**config.mk**
```make
export PLATFORM = sky130hd
export DESIGN_NAME = mem_stage
export DESIGN_NICKNAME = d
export VERILOG_FILES = /design/src/rtl/mem_stage.sv
export SDC_FILE = /design/constraint.sdc
export NUM_CORES = 1
export LEC_CHECK = 0
export ABC_AREA = 1
export CORE_MARGIN = 5
export CORE_UTILIZATION = 40
export CTS_BUF_LIST = sky130_fd_sc_hd__clkbuf_8
export DETAILED_ROUTE_END_ITERATION = 12
export GPL_ROUTABILITY_DRIVEN = 0
export GPL_TIMING_DRIVEN = 0
export PLACE_DENSITY = 0.79
export SLEW_MARGIN = 20
export SYNTH_ARGS = -nofsm -noshare
export SYNTH_HDL_FRONTEND = slang
export SYNTH_SLANG_ARGS = --single-unit
```
**constraint.sdc**
```tcl
create_clock -name clk -period 1.6 [get_ports clk]
set_input_delay 0.24 -clock clk [delete_from_list [all_inputs] [get_ports clk]]
set_output_delay 0.24 -clock clk [all_outputs]
set_load 0.01 [all_outputs]
```
**src/rtl/mem_stage.sv**
```systemverilog
// Memory-access pipeline stage: registers the execute result and runs an optional
// load/store over a req/ack handshake, guarded by a watchdog, before write-back.
module mem_stage #(
    parameter int DATA_W  = 16,
    parameter int RADDR_W = 4,
    parameter int TIMEOUT = 255
) (
    input  logic               clk,
    input  logic               rst,
    input  logic               stall_i,
    input  logic               flush_i,
    input  logic [RADDR_W-1:0] waddr_i,
    input  logic [DATA_W-1:0]  wdata_i,
    input  logic               we_i,
    input  logic [1:0]         memop_i,
    input  logic [DATA_W-1:0]  maddr_i,
    input  logic [DATA_W-1:0]  mdata_i,
    output logic               mem_req_o,
    output logic               mem_we_o,
    output logic [DATA_W-1:0]  mem_addr_o,
    output logic [DATA_W-1:0]  mem_wdata_o,
    input  logic [DATA_W-1:0]  mem_rdata_i,
    input  logic               mem_ack_i,
    output logic [RADDR_W-1:0] waddr_o,
    output logic [DATA_W-1:0]  wdata_o,
    output logic               we_o,
    output logic               stall_req_o,
    output logic               err_o
);
    localparam int CNT_W = (TIMEOUT > 1) ? $clog2(TIMEOUT) : 1;
    localparam logic [CNT_W-1:0] CNT_LAST = CNT_W'(TIMEOUT - 1);

    typedef enum logic { IDLE, WAIT } state_t;
    typedef enum logic [1:0] {
        OP_NONE  = 2'b00,
        OP_LOAD  = 2'b01,
        OP_STORE = 2'b10,
        OP_RSVD  = 2'b11
    } memop_t;

    state_t             state_q;
    memop_t             op_in;
    logic               is_mem_op;
    logic [CNT_W-1:0]   cnt_q;
    logic [CNT_W-1:0]   cnt_d;
    logic [RADDR_W-1:0] lat_waddr_q;
    logic               lat_we_q;
    logic               lat_load_q;
    logic               mem_req_q;
    logic               mem_we_q;
    logic [DATA_W-1:0]  mem_addr_q;
    logic [DATA_W-1:0]  mem_wdata_q;
    logic [RADDR_W-1:0] waddr_q;
    logic [DATA_W-1:0]  wdata_q;
    logic               we_q;
    logic               stall_req_q;
    logic               err_q;

    assign op_in     = memop_t'(memop_i);
    assign is_mem_op = (op_in == OP_LOAD) || (op_in == OP_STORE);
    assign cnt_d     = cnt_q + CNT_W'(1);

    // NOTE: every register here uses non-blocking assignment so all of them sample pre-edge values.
    always_ff @(posedge clk) begin
        if (rst) begin
            state_q     <= IDLE;
            cnt_q       <= '0;
            lat_waddr_q <= '0;
            lat_we_q    <= 1'b0;
            lat_load_q  <= 1'b0;
            mem_req_q   <= 1'b0;
            mem_we_q    <= 1'b0;
            mem_addr_q  <= '0;
            mem_wdata_q <= '0;
            waddr_q     <= '0;
            wdata_q     <= '0;
            we_q        <= 1'b0;
            stall_req_q <= 1'b0;
            err_q       <= 1'b0;
        end else begin
            err_q <= 1'b0;
            case (state_q)
                IDLE: begin
                    if (flush_i) begin
                        waddr_q <= '0;
                        wdata_q <= '0;
                        we_q    <= 1'b0;
                    end else if (!stall_i) begin
                        if (is_mem_op) begin
                            lat_waddr_q <= waddr_i;
                            lat_we_q    <= we_i;
                            lat_load_q  <= (op_in == OP_LOAD);
                            mem_addr_q  <= maddr_i;
                            mem_wdata_q <= mdata_i;
                            mem_we_q    <= (op_in == OP_STORE);
                            mem_req_q   <= 1'b1;
                            stall_req_q <= 1'b1;
                            waddr_q     <= '0;
                            wdata_q     <= '0;
                            we_q        <= 1'b0;
                            cnt_q       <= '0;
                            state_q     <= WAIT;
                        end else begin
                            waddr_q <= waddr_i;
                            wdata_q <= wdata_i;
                            we_q    <= we_i;
                        end
                    end
                end
                WAIT: begin
                    // Controller stall/flush are deliberately ignored: a started access always finishes.
                    if (mem_ack_i) begin
                        mem_req_q   <= 1'b0;
                        stall_req_q <= 1'b0;
                        waddr_q     <= lat_waddr_q;
                        wdata_q     <= lat_load_q ? mem_rdata_i : '0;
                        we_q        <= lat_we_q;
                        state_q     <= IDLE;
                    end else if (cnt_q == CNT_LAST) begin
                        mem_req_q   <= 1'b0;
                        stall_req_q <= 1'b0;
                        err_q       <= 1'b1;
                        state_q     <= IDLE;
                    end else begin
                        cnt_q <= cnt_d;
                    end
                end
                default: state_q <= IDLE;
            endcase
        end
    end

    assign mem_req_o   = mem_req_q;
    assign mem_we_o    = mem_we_q;
    assign mem_addr_o  = mem_addr_q;
    assign mem_wdata_o = mem_wdata_q;
    assign waddr_o     = waddr_q;
    assign wdata_o     = wdata_q;
    assign we_o        = we_q;
    assign stall_req_o = stall_req_q;
    assign err_o       = err_q;

endmodule

```
==> results of run 1 <==
[stage by stage]
step | util | setup TNS [ps] | area, um^2
2_1_floorplan | - | 0 | 3120
3_3_place_gp | 0.596 | -39300 | 4560
3_5_place_dp | 0.596 | -39740 | 4560
4_1_cts | 0.632 | 0 | 4840
5_1_grt | 0.640 | -66.8 | 4890
6_report | 0.640 | 0 | 4890
[cells by family (layout without fill, tap and decap cells)]
family                     Yosys count  count (layout)  share of synthesized area
and+or+nand+nor                    145             145                      0.211
AOI/OAI and AO/OA                  120             120                      0.221
DFF                                 71              71                      0.456
buffers and inverters               65             214                     0.0963
adders and majority gates            4               4                     0.0160
[layout by cell type (no fill, tap or decap), types with 2 or more instances in the layout]
cell type / instances
a21oi_2: 9
buf_2: 4
a21oi_1: 60
dfxtp_2: 2
clkbuf_8: 9
nand2_4: 2
ha_1: 3
clkbuf_1: 9
clkbuf_2: 3
dfxtp_1: 69
o21ai_1: 11
inv_2: 2
nand3_1: 62
nand2_1: 62
nor2_4: 3
bufinv_16: 3
clkinv_4: 3
o21a_1: 21
nor2_1: 9
inv_1: 34
clkdlybuf4s50_1: 130
nor2_2: 2
o21ai_0: 17
buf_4: 8
buf_6: 6
[final timing paths]
check                                   start                     endpoint  slack, ps  depth (start not counted)
setup / recovery                   memop_i[0]        cnt_q[3]$_SDFFE_PP0P_         60                          9
setup reg to reg           state_q$_SDFF_PP0_      waddr_o[1]$_SDFFE_PP0P_        130                          4
hold / removal                            rst        cnt_q[6]$_SDFFE_PP0P_        310                          4
hold reg to reg   lat_waddr_q[0]$_SDFFE_PP0P_  lat_waddr_q[0]$_SDFFE_PP0P_        460                          2
[critical path, stage by stage]
cell and delay, ps:
clkdlybuf4s50_1 490, inv_1 70, ha_4 270, nor2_4 170, nand2_4 130, nand2_4 110
nand2_2 120, o21ai_1 140, nor2_1 50
[power by group through the flow]
stage	clock network, mW	logic, mW	registers (mW)
after global placement	0	0.762	1.93
after floorplan	0	0.315	1.96
after global routing	1.84	0.876	1.90
after CTS	1.78	0.792	1.89
final	1.76	0.805	1.90
after detailed placement	0	0.775	1.93
[layer usage]
metal | up-vias | GRT usage | share of wire
met2 | 97 | 0.363 | 0.53
met3 | 27 | 0.0507 | 0.042
li1 | 1647 | - | -
met4 | 0 | 0.0903 | 0.033
met5 | - | 0 | 0
met1 | 1569 | 0.230 | 0.39
[flip-flops by register name, summed over array words and instances, names as in the netlist]
name	cells
mem_we_o	1
wdata_o	16
mem_wdata_o	16
cnt_q	8
state_q	1
err_o	1
stall_req_o	1
we_o	1
mem_addr_o	16
waddr_o	4
lat_load_q	1
lat_waddr_q	4
lat_we_q	1
[final cells by class]
| type | instances | area [um^2] |
|---|---|---|
| Sequential cell | 71 | 1420 |
| Tap cell | 102 | 128 |
| Multi-Input combinational cell | 269 | 1440 |
| Timing Repair Buffer | 133 | 1330 |
| Clock inverter | 7 | 121 |
| Clock buffer | 9 | 124 |
| Inverter | 36 | 135 |
| Fill cell | 613 | 2750 |
| Buffer | 29 | 189 |
[timing repair]
item                       in CTS  in global routing
cloned                          0                  0
setup endpoints to repair      53                 51
resized for setup               6                 22
pin swaps                       1                  2
buffers inserted                2                  0
hold endpoints to repair        0                  0
==> out/qor.yml, run 1 <==
status: "finished, final reports clean"
drt.antenna.violating_nets: 0
n_antenna_cell: 0
dr.first_iter.drc_count: 150
dieArea_um2: 9660
ys_top_cells_by_area: "dfxtp_1 46%, a21oi_1 10%, nand3_1 10%, nand2_1 7.5%, o21a_1 5.1%"
cp.required_ps: 1850
die_x_um: 98.3
pwr-share-clk: 0.394
fin_hold_ws_ps: 309
syn_area_per_cell_um2: 7.70
cts_made_buffers: 9
seq_area_frac_synth: 0.456
vias: 3340
hold_path.class: "in2reg"
nets: 629
comb_power_share: 0.181
synth_commonest_cells: "71 x dfxtp_1, 63 x a21oi_1, 63 x nand3_1"
yosysMostFrequentCell: "dfxtp_1"
ir_worst_vdd_uv: 466
syn2layout_area_growth_pct: 56.9
cts_root_buffer: "clkbuf_8"
tightest_slew_ps: 524
synthArstFlopShare: 0
yosys.cell_types.count: 24
htreeDepth: 3
clk_latency_ps: 350
hold_buffers: 0
power_frac_seq: 0.425
syn-num-nets: 485
p_sw_frac: 0.253
clockBufferDepth: 2
synth-main-ff-cell: "dfxtp_1"
clkTransAtPathRegs_ps: 80
grt_max_degree: 14
cts.sinks: 71
gr-total-overflow: 0
start_util: 0.408
num_rows: 32
p_int_mw: 3.33
cts_tree: "built"
finalWirelength_um: 10000
start_kind: "primary input"
crit_type: "in2reg"
fmax_mhz: 650
p_per_area_nw_per_um2: 911
setup_viol: 0
drt_first_pass_iters: 4
dpl.cell_count: 638
critPathArrivalTime_ps: 1780
drv_slew: 0
timing.final.crit_share: 0.961
finClkSkew_ps: 9.21
portBuffers: 131
core_area_um2: 7650
wl_per_cell_um: 15.3
synth_cells: 405
yosys_register_bits: 71
synth-edff-count: 0
dp_hpwl_um: 7410
vias_per_cell: 5.09
drive_gt1_frac: 0.112
first_global_vias: 3451
crit_fanout: 10
relSlewSlack: 0.650
timing.final.ws_setup_ps: 62.6
track_usage: 0.204
synth_top_area_cell: "dfxtp_1"
p_leak_nw: 1.82
antenna_found_initial: 0
grt_pass1_wl_um: 16100
synth_area_um2: 3120
switching_power_mw: 1.13
max_cap_violations: 0
dp_worst_setup_slack_ps: -743
final_cells: 656
synth_top_area_frac: 0.456
drcViolationCount: 0
ios: 133
yosysWarningCount: 0
finalCriticalPeriod_ps: 1540
power_mw: 4.46
final_hold_viol_count: 0
worstSetupEndpointType: "flop"
rsz0062_at_grt: "yes"
die_y_um: 98.3
(Power assumes the default switching activity.)
==> run 2: changes to the inputs <==
CORE_UTILIZATION = 44   (was 40)
PLACE_DENSITY = 0.86   (was 0.79)
==> run 2 against run 1 <==
- the flow now finishes with violations (setup timing)
- critical path depth fell by 1
- via count rose by 4.2%
- cell count fell by 0.46%
- utilization rose by 7.7 points
- largest power group unchanged
==> out/qor.yml, run 2 (same netlist as run 1, synthesis figures left out) <==
status: "complete, but fails checks"
violations: "setup timing"
p_per_area_nw_per_um2: 871  # -4.4%
nets: 632  # +0.48%
crit_chain: "clkdlybuf4s50_1 > inv_1 > ha_4 > nor2_4 > buf_4 > clkbuf_4 > nand3_1 > a21oi_1"
dr.first_iter.drc_count: 277  # +85%
max_cap_violations: 0  # unchanged
clk_latency_ps: 340  # about the same
drt.antenna.violating_nets: 0  # unchanged
r2r_start: "state_q$_SDFF_PP0_"
crit_fanout: 10  # unchanged
slowest_stage: "clkdlybuf4s50_1"
drt_first_pass_iters: 5  # +1
clockBufferDepth: 2  # unchanged
fillerInstances: 523  # -15%
worstReg2RegEnd: "mem_addr_o[15]$_SDFFE_PP0P_"
mostFrequentLayoutCells: "130 x clkdlybuf4s50_1, 69 x dfxtp_1, 62 x nand2_1, 62 x nand3_1, 57 x a21oi_1"
setup_viol: 1  # +1
first_global_vias: 3467  # +0.46%
cts_made_buffers: 9  # unchanged
drcViolationCount: 0  # unchanged
relSlewSlack: 0.626  # -0.0245
critPathArrivalTime_ps: 1880  # +100 ps
n_antenna_cell: 0  # unchanged
timing.final.ws_setup_ps: -23.6  # -86.2 ps
die_y_um: 94.2  # -4.2%
layout_commonest_cell: "clkdlybuf4s50_1"
track_usage: 0.234  # +0.0296
core_area_um2: 6830  # -11%
cts_root_buffer: "clkbuf_8"
start_util: 0.457  # +0.0487
fmax_mhz: 616  # -5.3%
min_path_cells: 4  # unchanged
critical_path_buf_inv_count: 4  # +2
dp_hpwl_um: 7460  # +0.61%
power_mw: 4.26  # -4.4%
grt_max_degree: 13  # -1
crit_type: "in2reg"
portBuffers: 131  # unchanged
multiInputGateArea_um2: 1460  # +1.1%
totalNegativeSetupSlack_ps: -23.6  # -23.6 ps
htreeDepth: 3  # unchanged
gr-total-overflow: 0  # unchanged
vias_per_cell: 5.33  # +4.7%
finalCriticalPeriod_ps: 1620  # +86.2 ps
dieArea_um2: 8870  # -8.2%
grt_pass1_wl_um: 16400  # +2.0%
hold_buffers: 0  # unchanged
reg2reg_slack_ps: 110  # -20 ps
finalWirelength_um: 10500  # +5.0%
ir_worst_vdd_uv: 538  # +16%
p_leak_nw: 1.81  # -0.61%
min-delay-start: "rst"
final_hold_viol_count: 0  # unchanged
ios: 133  # unchanged
timing.final.crit_share: 1.01  # +0.0539
worstSetupEndpointType: "flop"
start_kind: "primary input"
hold_path.class: "in2reg"
slowest_delay_ps: 480  # about the same
utilization: 0.717  # +0.0768
r2r_cells: 4  # unchanged
wl_per_cell_um: 16.1  # +5.5%
tightest_slew_ps: 561  # +36.7 ps
cts.sinks: 71  # unchanged
finClkSkew_ps: 6.54  # -2.68 ps
cts_tree: "built"
antenna_found_initial: 0  # unchanged
ff_latch_area_um2: 1420  # unchanged
drv_slew: 0  # unchanged
crit_family: "buffers and inverters"
syn2layout_area_growth_pct: 57.0  # about the same
min_to: "cnt_q[6]$_SDFFE_PP0P_"
drive_gt1_frac: 0.122  # +0.0102
clkTransAtPathRegs_ps: 80  # about the same
num_rows: 30  # -6.3%
die_x_um: 94.2  # -4.2%
cp.required_ps: 1860  # about the same
vias: 3481  # +4.2%
run 2: cell types whose count changed in the layout (fill, tap and decap cells not counted), sizes merged:
cell and change:
clkinvlp +3, bufinv -2, clkinv -4, buf +3
clkbuf +3
run 2: worst max path at each step:
stage	endpoint	start	cells past startpoint	slack (ps)
after detailed placement	cnt_q[3]$_SDFFE_PP0P_	memop_i[0]	9	-710
after floorplan	cnt_q[3]$_SDFFE_PP0P_	memop_i[0]	8	130
after CTS	mem_wdata_o[7]$_SDFFE_PP0P_	memop_i[0]	8	4
after global placement	cnt_q[3]$_SDFFE_PP0P_	memop_i[0]	9	-710
after global routing	mem_wdata_o[4]$_SDFFE_PP0P_	memop_i[0]	8	-130
final	mem_wdata_o[4]$_SDFFE_PP0P_	memop_i[0]	8	-20
run 2: layer usage:
metal / GRT usage / part of all wire
met3: 0.0449 / 0.048
met2: 0.410 / 0.52
met5: 0 / 0
met1: 0.269 / 0.40
met4: 0.119 / 0.031
run 2: layout make-up:
class,count,share of cell area
clock inverter,4,0.0107
timing repair buffer,136,0.276
buffer,29,0.0383
tap,96,0.0245
clock buffer,12,0.0337
inverter,36,0.0276
sequential,71,0.291
multi-input combinational,269,0.298
run 2: metrics by stage:
step / setup slack [ps] / area [um^2] / cells / hold slack (ps)
final: -23.6 / 4900 / 653 / 363
after global routing: -129 / 4900 / 653 / 388
after CTS: 3.71 / 4810 / 651 / 348
after detailed placement: -714 / 4550 / 632 / 453
after global placement: -706 / 4550 / 632 / 439
after floorplan: 127 / 3120 / 405 / 403
run 2: worst register-to-register path, delay by kind of cell, from the launching register on:
family,cells,cell delay (ps)
AOI/OAI and AO/OA,1,200
buffers and inverters,1,440
DFF,1,390
and+or+nand+nor,2,390
run 2: where the power goes:
part	total [mW]	internal, mW	switching [mW]	leakage, nW
logic	0.825	0.445	0.380	1.13
clock network	1.54	0.848	0.693	0.101
registers	1.90	1.85	0.0469	0.580
run 2: timing repair:
action / CTS / global route
resized for setup: 7 / 22
setup buffers: 3 / 2
setup endpoints to repair: 50 / 51
pin swaps: 1 / 7
==> run 3: changes to the inputs <==
PLACE_DENSITY = 0.8   (was 0.86)
==> run 3 against run 2 <==
- cell area is 2.0% lower
- highest routed layer unchanged
- total power is 4.3% lower
- die area stayed put
- sequential power hardly changed
- global-route usage is 2.0 points lower
- combinational power is 3.6% lower
- via count is 6.7% lower
- the flow now finishes without violations
==> out/qor.yml, run 3 (same netlist as run 1, synthesis figures left out) <==
status: "finished, final reports clean"
drt_first_pass_iters: 4  # -1
portBuffers: 131  # unchanged
finClkSkew_ps: 11.3  # +4.72 ps
relSlewSlack: 0.655  # +0.0287
fmax_mhz: 636  # +3.3%
min-delay-start: "rst"
p_per_area_nw_per_um2: 850  # -2.3%
track_usage: 0.214  # -0.0204
setup_viol: 0  # -1
tightest_slew_ps: 518  # -43.1 ps
finalWirelength_um: 9460  # -10%
vias: 3248  # -6.7%
syn2layout_area_growth_pct: 53.9
num_rows: 30  # unchanged
fin_hold_ws_ps: 320  # -42.6 ps
finalCriticalPeriod_ps: 1570  # -52.4 ps
cts_root_buffer: "clkbuf_8"
ios: 133  # unchanged
drive_gt1_frac: 0.0976  # -0.0244
p_leak_nw: 1.77  # -2.2%
start_util: 0.457  # unchanged
crit_chain: "clkdlybuf4s50_1 > inv_1 > ha_4 > nor2_4 > buf_4 > clkbuf_4 > nand3_1 > a21oi_1"
dp_hpwl_um: 7020  # -5.9%
clockBufferDepth: 2  # unchanged
dr.first_iter.drc_count: 177  # -36%
vias_per_cell: 5.00  # -6.1%
utilization: 0.703  # -0.0141
drv_slew: 0  # unchanged
first_global_vias: 3129  # -9.7%
crit_start: "memop_i[0]"
antenna_found_initial: 0  # unchanged
cp.required_ps: 1870  # about the same
grt_pass1_wl_um: 15100  # -8.3%
grt_max_degree: 12  # -1
critPathArrivalTime_ps: 1840  # -40 ps
worstSetupEndpointType: "flop"
crit_type: "in2reg"
power_mw: 4.08  # -4.3%
ir_worst_vdd_uv: 599  # +11%
layout_commonest_cell: "clkdlybuf4s50_1"
die_y_um: 94.2  # unchanged
cts_tree: "built"
max_cap_violations: 0  # unchanged
dieArea_um2: 8870  # unchanged
htreeDepth: 3  # unchanged
hold_buffers: 0  # unchanged
reg2reg_slack_ps: 100  # about the same
clk_latency_ps: 350  # about the same
mostFrequentLayoutCells: "131 x clkdlybuf4s50_1, 70 x dfxtp_1, 63 x nand3_1, 62 x nand2_1, 62 x a21oi_1"
timing.final.crit_share: 0.982  # -0.0327
slowest_stage: "clkdlybuf4s50_1"
cts.sinks: 71  # unchanged
worstReg2RegEnd: "mem_wdata_o[3]$_SDFFE_PP0P_"
crit_fanout: 10  # unchanged
hold_path.class: "in2reg"
wl_per_cell_um: 14.6  # -9.5%
final_hold_viol_count: 0  # unchanged
r2r_start: "state_q$_SDFF_PP0_"
start_kind: "primary input"
design_area_um2: 4800  # -2.0%
crit_end: "mem_wdata_o[3]$_SDFFE_PP0P_"
gr-total-overflow: 0  # unchanged
nets: 630  # -0.32%
r2r_cells: 4  # unchanged
fillerInstances: 564  # +7.8%
slowest_delay_ps: 480  # about the same
clkTransAtPathRegs_ps: 60  # -20 ps
dp_worst_setup_slack_ps: -722  # -7.19 ps
cts_made_buffers: 9  # unchanged
n_antenna_cell: 0  # unchanged
die_x_um: 94.2  # unchanged
core_area_um2: 6830  # unchanged
drt.antenna.violating_nets: 0  # unchanged
placedInstanceArea_um2: 4550  # unchanged
timing.final.ws_setup_ps: 28.8  # +52.4 ps
drcViolationCount: 0  # unchanged
## run 3: cell count changes in the layout (fill, tap and decap cells not counted), moves of 2 or more
cell        change
clkbuf_4        +2
clkinv_2        +2
a21oi_2         -5
a21oi_1         +5
clkbuf_8        -2
buf_4           -2
clkinvlp_4      -2
buf_6           -2
## run 3: cell type report
type,count,area [um^2],area share
multi-input combinational,269,1420,0.297
clock inverter,4,47.5,0.00991
buffer,29,179,0.0373
sequential,71,1420,0.296
inverter,36,135,0.0282
timing repair buffer,134,1330,0.278
clock buffer,10,138,0.0287
tap,96,120,0.0250
## run 3: metrics by stage
step | std cells | TNS, ps
floorplan | 405 | 0
global placement | 632 | -38170
detailed placement | 632 | -38600
CTS | 649 | -43.7
global route | 649 | -16.7
finish | 649 | 0
## run 3: worst min-delay path by stage
stage / endpoint / slack (ps) / cells after the start
floorplan: wdata_o[14]$_SDFFE_PP0P_ / 400 / 2
global placement: lat_waddr_q[3]$_SDFFE_PP0P_ / 440 / 2
detailed placement: lat_we_q$_SDFFE_PP0P_ / 450 / 2
CTS: cnt_q[6]$_SDFFE_PP0P_ / 310 / 4
global route: cnt_q[6]$_SDFFE_PP0P_ / 340 / 4
finish: cnt_q[6]$_SDFFE_PP0P_ / 320 / 4
## run 3: power breakdown
part | internal (mW) | switching, mW
clock network | 0.740 | 0.651
logic | 0.436 | 0.359
registers | 1.85 | 0.0439
total | 3.03 | 1.05
## run 3: per-layer routing
layer  part of all wire  vias to the layer above  track usage
met5                  0                        -            0
met4              0.014                        0       0.0602
met3              0.043                       13       0.0465
met2               0.52                      100        0.369
met1               0.43                     1498        0.267
li1                   -                     1637            -
## run 3: worst max-delay path, delay by kind of cell
kind / cells / cell delay [ps]
adder cells (fa/ha/maj): 1 / 270
AND/OR/NAND/NOR: 2 / 240
buffers and inverters: 4 / 900
AO/OA/AOI/OAI: 1 / 180
## run 3: repair_timing
action | in CTS | in global routing
gates resized for setup | 5 | 8
buffers inserted | 3 | 0
pin swaps | 1 | 0
endpoints found under the setup margin | 49 | 56
